===== src/rtl/mem_sum_pkg.sv =====
// Shared types and constants for the memory-run summing engine.
// Holds the FSM state encoding, default widths and the per-state control decode.
package mem_sum_pkg;

  localparam int WIDTH_DEF = 32;
  localparam int AW_DEF    = 8;

  typedef enum logic [2:0] {
    S_IDLE = 3'd0,
    S_INIT = 3'd1,
    S_TEST = 3'd2,
    S_WAIT = 3'd3,
    S_ACC  = 3'd4,
    S_DONE = 3'd5
  } state_t;

  typedef struct packed {
    logic clr;
    logic ld_acc;
    logic inc_idx;
    logic busy;
    logic done;
  } ctrl_flags_t;

  // Moore strobes as a pure function of state, so they can be registered with the state
  function automatic ctrl_flags_t decode_state(input state_t st);
    ctrl_flags_t f;
    f = '0;
    case (st)
      S_IDLE: f = '0;
      S_INIT: begin f.clr = 1'b1; f.busy = 1'b1; end
      S_TEST: f.busy = 1'b1;
      S_WAIT: f.busy = 1'b1;
      S_ACC:  begin f.ld_acc = 1'b1; f.inc_idx = 1'b1; f.busy = 1'b1; end
      S_DONE: f.done = 1'b1;
      default: f = '0;
    endcase
    return f;
  endfunction

endpackage


===== src/rtl/mem_sum_ctrl.sv =====
// Control FSM for mem_sum_engine: sequences INIT/TEST/WAIT/ACC per word.
// Strobes are registered alongside the state; mem_re and ld_args also depend on live inputs.
module mem_sum_ctrl
  import mem_sum_pkg::*;
(
  input  logic clk,
  input  logic rst,
  input  logic start,
  input  logic idx_eq_count,
  output logic ld_args,
  output logic clr,
  output logic ld_acc,
  output logic inc_idx,
  output logic mem_re,
  output logic busy,
  output logic done
);

  state_t      state_r;
  ctrl_flags_t flags_r;

  function automatic state_t next_state(input state_t st, input logic go, input logic eq);
    state_t n;
    n = st;
    case (st)
      S_IDLE: n = go ? S_INIT : S_IDLE;
      S_INIT: n = S_TEST;
      S_TEST: n = eq ? S_DONE : S_WAIT;
      S_WAIT: n = S_ACC;
      S_ACC:  n = S_TEST;
      S_DONE: n = go ? S_DONE : S_IDLE;
      default: n = S_IDLE;
    endcase
    return n;
  endfunction

  // State register with strobes decoded from the next state
  always_ff @(posedge clk) begin
    if (rst) begin
      state_r <= S_IDLE;
      flags_r <= decode_state(S_IDLE);
    end else begin
      state_r <= next_state(state_r, start, idx_eq_count);
      flags_r <= decode_state(next_state(state_r, start, idx_eq_count));
    end
  end

  // TEST with idx==count heads straight to DONE, so no read is issued there
  assign mem_re  = (state_r == S_TEST) && !idx_eq_count;
  assign ld_args = (state_r == S_IDLE) && start;
  assign clr     = flags_r.clr;
  assign ld_acc  = flags_r.ld_acc;
  assign inc_idx = flags_r.inc_idx;
  assign busy    = flags_r.busy;
  assign done    = flags_r.done;

endmodule


===== src/rtl/mem_sum_engine.sv =====
// Sums a contiguous run of words read from a synchronous-read RAM.
// Datapath registers and adders live here; sequencing comes from mem_sum_ctrl.
module mem_sum_engine
  import mem_sum_pkg::*;
#(
  parameter int WIDTH = WIDTH_DEF,
  parameter int AW    = AW_DEF
) (
  input  logic             clk,
  input  logic             rst,
  input  logic             start,
  input  logic [AW-1:0]    base_addr,
  input  logic [AW-1:0]    count,
  output logic [AW-1:0]    mem_addr,
  output logic             mem_re,
  input  logic [WIDTH-1:0] mem_rdata,
  output logic [WIDTH-1:0] sum,
  output logic             overflow,
  output logic             busy,
  output logic             done
);

  logic [AW-1:0]    base_r;
  logic [AW-1:0]    count_r;
  logic [AW-1:0]    idx_r;
  logic [WIDTH-1:0] sum_r;
  logic             overflow_r;
  logic [WIDTH:0]   add_s;
  logic             idx_eq_count_s;
  logic             ld_args_s;
  logic             clr_s;
  logic             ld_acc_s;
  logic             inc_idx_s;

  mem_sum_ctrl u_ctrl (
    .clk          (clk),
    .rst          (rst),
    .start        (start),
    .idx_eq_count (idx_eq_count_s),
    .ld_args      (ld_args_s),
    .clr          (clr_s),
    .ld_acc       (ld_acc_s),
    .inc_idx      (inc_idx_s),
    .mem_re       (mem_re),
    .busy         (busy),
    .done         (done)
  );

  assign idx_eq_count_s = (idx_r == count_r);
  assign add_s          = {1'b0, sum_r} + {1'b0, mem_rdata};
  // Address arithmetic is AW bits wide, so runs wrap around the top of memory
  assign mem_addr       = base_r + idx_r;

  // Datapath registers driven by the control strobes
  always_ff @(posedge clk) begin
    if (rst) begin
      base_r     <= '0;
      count_r    <= '0;
      idx_r      <= '0;
      sum_r      <= '0;
      overflow_r <= 1'b0;
    end else begin
      if (ld_args_s) begin
        base_r  <= base_addr;
        count_r <= count;
      end
      if (clr_s) begin
        idx_r      <= '0;
        sum_r      <= '0;
        overflow_r <= 1'b0;
      end else if (ld_acc_s) begin
        sum_r      <= add_s[WIDTH-1:0];
        overflow_r <= overflow_r | add_s[WIDTH];
      end
      if (inc_idx_s && !clr_s) begin
        idx_r <= idx_r + AW'(1);
      end
    end
  end

  assign sum      = sum_r;
  assign overflow = overflow_r;

endmodule


===== config.mk =====
export PLATFORM = sky130hd
export DESIGN_NAME = mem_sum_engine
export DESIGN_NICKNAME = d
export VERILOG_FILES = /design/src/rtl/mem_sum_pkg.sv /design/src/rtl/mem_sum_ctrl.sv /design/src/rtl/mem_sum_engine.sv
export SDC_FILE = /design/constraint.sdc
export NUM_CORES = 1
export LEC_CHECK = 0
export CAP_MARGIN = 0
export CORE_UTILIZATION = 40
export DETAILED_ROUTE_END_ITERATION = 12
export PLACE_DENSITY = 0.68
export SYNTH_ARGS = -nofsm -noshare
export SYNTH_HDL_FRONTEND = slang
export SYNTH_HIERARCHICAL = 1
export SYNTH_SLANG_ARGS = --single-unit
export TNS_END_PERCENT = 50

===== constraint.sdc =====
create_clock -name clk -period 2.2 [get_ports clk]
set_input_delay 0.22 -clock clk [delete_from_list [all_inputs] [get_ports clk]]
set_output_delay 0.22 -clock clk [all_outputs]
set_load 0.01 [all_outputs]

# == After elaboration in Yosys (flattened, before gate mapping) ==
# Index checks and enable logic that the tools add are counted.
# word_totals
inputBits,51
romBits,0
mem_bits_rw,0
latchBits,0
mem_count,0
reg_bits,65
# op_classes
order_cmp,0
n_mux,11
multipliers,0
eq_ne,11
shift,0
add_sub_neg,3
div_mod_pow,0
reduce_logical,10
bitwise_logic,1
# ops
op,count
$add 32x32->33,1
$mux 8,2
$pmux 3 s5,1
$eq 3x2->1 const B,4
$eq 3x3->1 const B,4
$mux 3,3
$add 8x1->8 const B,1
$add 8x8->8,1
$eq 8x8->1,1
$eq 3x1->1 const B,2
$mux 1,4
$reduce_or 2->1,2
$reduce_or 4->1,1
$logic_and 1x1->1,3
$logic_not 3->1,1
$logic_not 1->1,2
$mux 2,1
$reduce_bool 2->1,1
$or 1x1->1,1

# == Longest topological paths before layout ==
# logic_depth
word_depth,7
mapped_depth,9
depth_no_buf,9

# == Hierarchy ==
# The synthesis kept the hierarchy.
# modules_own_cells
mod,cells_each,area_each_um2,instances
mem_sum_engine,504,4130.2,1
mem_sum_ctrl,34,311.5,1

# == Worst setup path after synthesis ==
# No wires, ideal clock.
# synth_timing
kind,reg2reg
from,reg sum_r[20] (netlist: sum[20])
to,reg sum_r[31] (netlist: sum[31])
synth_period_minus_slack_ps,2320
path_slack_ps,-120
setup_ps,117
path_stages_with_launch,9
arrival_ps,2203
required_ps,2083
path_cell_list,dfxtp_1 -> ha_1 -> and2_4 -> a221o_1 -> a21o_1 -> a221oi_2 -> o21ai_1 -> or3_1 -> a32o_1
# synth_via
elab_chain_cells,1
# synth_lines
element,line_no,rtl
"start, declared",mem_sum_engine.sv:26,logic [WIDTH-1:0] sum_r;
"start signal, assigned",mem_sum_engine.sv:72,sum_r <= add_s[WIDTH-1:0];
$add 32x32->33,mem_sum_engine.sv:50,"assign add_s = {1'b0, sum_r} + {1'b0, mem_rdata};"
# Every way passes these cells.
# A chain may end at the register's enable or synchronous reset.

# == Final worst setup path ==
# layout_timing
from,reg sum_r[20] (netlist: sum[20])
to,reg sum_r[30] (netlist: sum[30])
# The elaborated chain is that of the path after synthesis.

==> run metrics <==
crit end category flip-flop; period utilization 103%; min-delay worst type in -> reg; Final ANT Viol Nets 0; Crit Path Class reg -> reg; leakage 0.00305 uW; sequential-to-total area share from yosys stat 28.8%; GP Congestion 0.938; Flop pwr share 42.3%; die area 11,500 um^2; Sw Ratio 28.3%; FFs w/ async S/R, synth 0%; Post-Synthesis Cell Area 4440 um^2; Worst Hold End base_r[0]; Avg WL per Cell 15.4 um; diode count 0; CTS Hold Bufs 0; count of final setup violators 7; Syn Inst Count 538; Chip Width 107 um; Seq cells post-synth 64; CP Max Fanout 4; hold path cells 3; average size of a mapped cell 8.26 um^2; largest net degree at the start of global routing 26; Worst Setup Slack, final -0.0578 ns; Clock Pin Slew Worst Setup and Hold Paths 0.07 ns; Pwr Density 422 nW/um^2; Top Ports 95; Total GRT Usage 24.1%; Max-Cap Viols 0; R2R Setup Slk -0.06 ns; via count 4,771; placed cell count 872; routed wire length 13,800 um; Min Hold Slack 0.471 ns; commonest non-fill, non-tap cell in the layout buf_4; Achievable Freq 443 MHz; Via-to-Cell Ratio 5.34; outcome complete, but fails checks; Max VDD drop 337 uV; Core Rows 38; post-DP HPWL 10,500 um; worst path arrival time 2.48 ns; Yosys Warn Count 6; CTS tree done; Area Growth Syn to Fin 56.9%; most frequent cells in the layout buf_4 (131), clkdlybuf4s50_1 (85), dfxtp_1 (54); Sw Pwr 834 uW; Initial Utilization 41.0%; Max-slew headroom 66.6%; CP required 2.42 ns; Clock Latency Late Sink 0.35 ns; CTS Root Buffer Type clkbuf_8; vias in the first global route 4,761; Post-Layout Cell Count 893; die height 107 um; worst reg2reg path depth 9; CTS max path bufs 2; H-Tree Depth 3; Final nets 844; reg2reg end sum[30]; grt ovf 0; Int Power 2110 uW; number of remaining DRC errors 0; port buffer count 94; core area 10,800 um^2; failing checks setup timing; CTS Buf Count 9; RSZ-0062 raised after global routing yes; Pre-antenna DRT Iters 5; R2R Path Start sum[20]; Worst setup SP type flip-flop; Post-synth EDFFs 0; first-pass GRT wire length 22,000 um; DRT iter0 DRCs 165; initial antenna violation count 0; Max Slew Vio Count 0; worst min-delay path startpoint base_addr[0]; crit path launch sum[20]; fraction of layout instances using a drive strength above 1 29.5%; Comb pwr share 23.4%; Final min period 2.26 ns; syn nets 631; clock skew 0.00776 ns; Slew @ Worst Pin 0.501 ns; Final Hold Viols 0; Clock power frac 34.4%; CTS sink cnt 64; Synth Flop Type dfxtp_1; Synth cell types 57
[routing by layer]
layer	track usage (%)	vias to the layer above	wire (um)
li1	-	2374	-
met1	29.2	2234	5850
met2	41.9	138	6890
met3	3.75	25	684
met4	11.0	0	363
met5	0	-	0
[power by group through the flow]
stage	logic, uW	clock network, uW	registers, uW
floorplan	332	0	1270
global placement	629	0	1270
detailed placement	646	0	1270
CTS	652	1030	1240
global route	746	1090	1250
finish	688	1010	1240
[how the worst max path moves through the flow]
stage | to | cells after the start | slack [ns]
finish | sum[30] | 9 | -0.06
global route | sum[10] | 10 | -0.16
CTS | sum[31] | 8 | -0.1
detailed placement | sum[31] | 9 | -0.61
global placement | sum[31] | 9 | -0.51
floorplan | sum[31] | 8 | -0.03
[cells by family (layout without fill, tap and decap cells)]
logic type,count (synthesis),in the layout,synth area share (%)
fa+ha+maj,42,42,12.2
buf+inv,35,250,3.10
flops,64,64,28.8
compound gates,160,160,23.2
mux,27,27,6.11
simple gates,173,173,19.3
xor+xnor,37,37,7.30
[area by class of cell]
type                    count  area (um^2)
fillers                   929         3870
multi-input cells         439         3370
repair buffers            225         1910
flip-flops and latches     64         1290
well taps                 140          175
clock buffers              10          138
clock inverters             3         45.0
inverters                  12         45.0
[registers in the layout, summed over array words and instances (netlist names)]
name and count:
idx_r 8, base_r 8, u_ctrl/state_r 3, overflow 1, u_ctrl/ld_acc 1, u_ctrl/clr 1
u_ctrl/done 1, count_r 8, u_ctrl/busy 1, sum 32
[through the flow]
step	util, %	setup WS (ns)	instance area [um^2]	total power [uW]	TNS [ns]
finish	64.3	-0.0578	6970	2940	-0.269
global route	64.3	-0.156	6970	3080	-1.66
CTS	62.1	-0.100	6740	2930	-0.891
detailed placement	59.4	-0.613	6440	1910	-10.16
global placement	59.4	-0.510	6440	1890	-8.49
floorplan	-	-0.0265	4500	1600	-0.0265
[worst max-delay path, stage by stage (launching register included)]
cell and delay, ns:
dfxtp_2 0.33, ha_4 0.23, and2_4 0.16, a221o_1 0.33, buf_4 0.16, a221o_2 0.37
a211oi_2 0.19, o21ai_1 0.11, xnor2_1 0.16, o21ai_1 0.07
[Yosys cell counts (all sizes together), types with 12 or more instances]
| library cell | instances | share of area, % |
|---|---|---|
| xnor2 | 27 | 5.3 |
| a21o | 22 | 3.7 |
| nand2 | 41 | 3.5 |
| a21oi | 48 | 5.4 |
| nand3 | 15 | 1.8 |
| clkbuf | 20 | 1.7 |
| o21ai | 35 | 3.9 |
| mux2i | 26 | 5.9 |
| dfxtp | 64 | 29 |
| nor2 | 52 | 4.4 |
| ha | 40 | 11 |
| inv | 12 | 1.0 |
[repair_timing]
item,in CTS,in global routing
cloned,0,0
endpoints found under the setup margin,26,26
pin swaps,15,30
buffers inserted,4,4
gates resized for setup,50,47
Power figures use the tool's default switching activity.
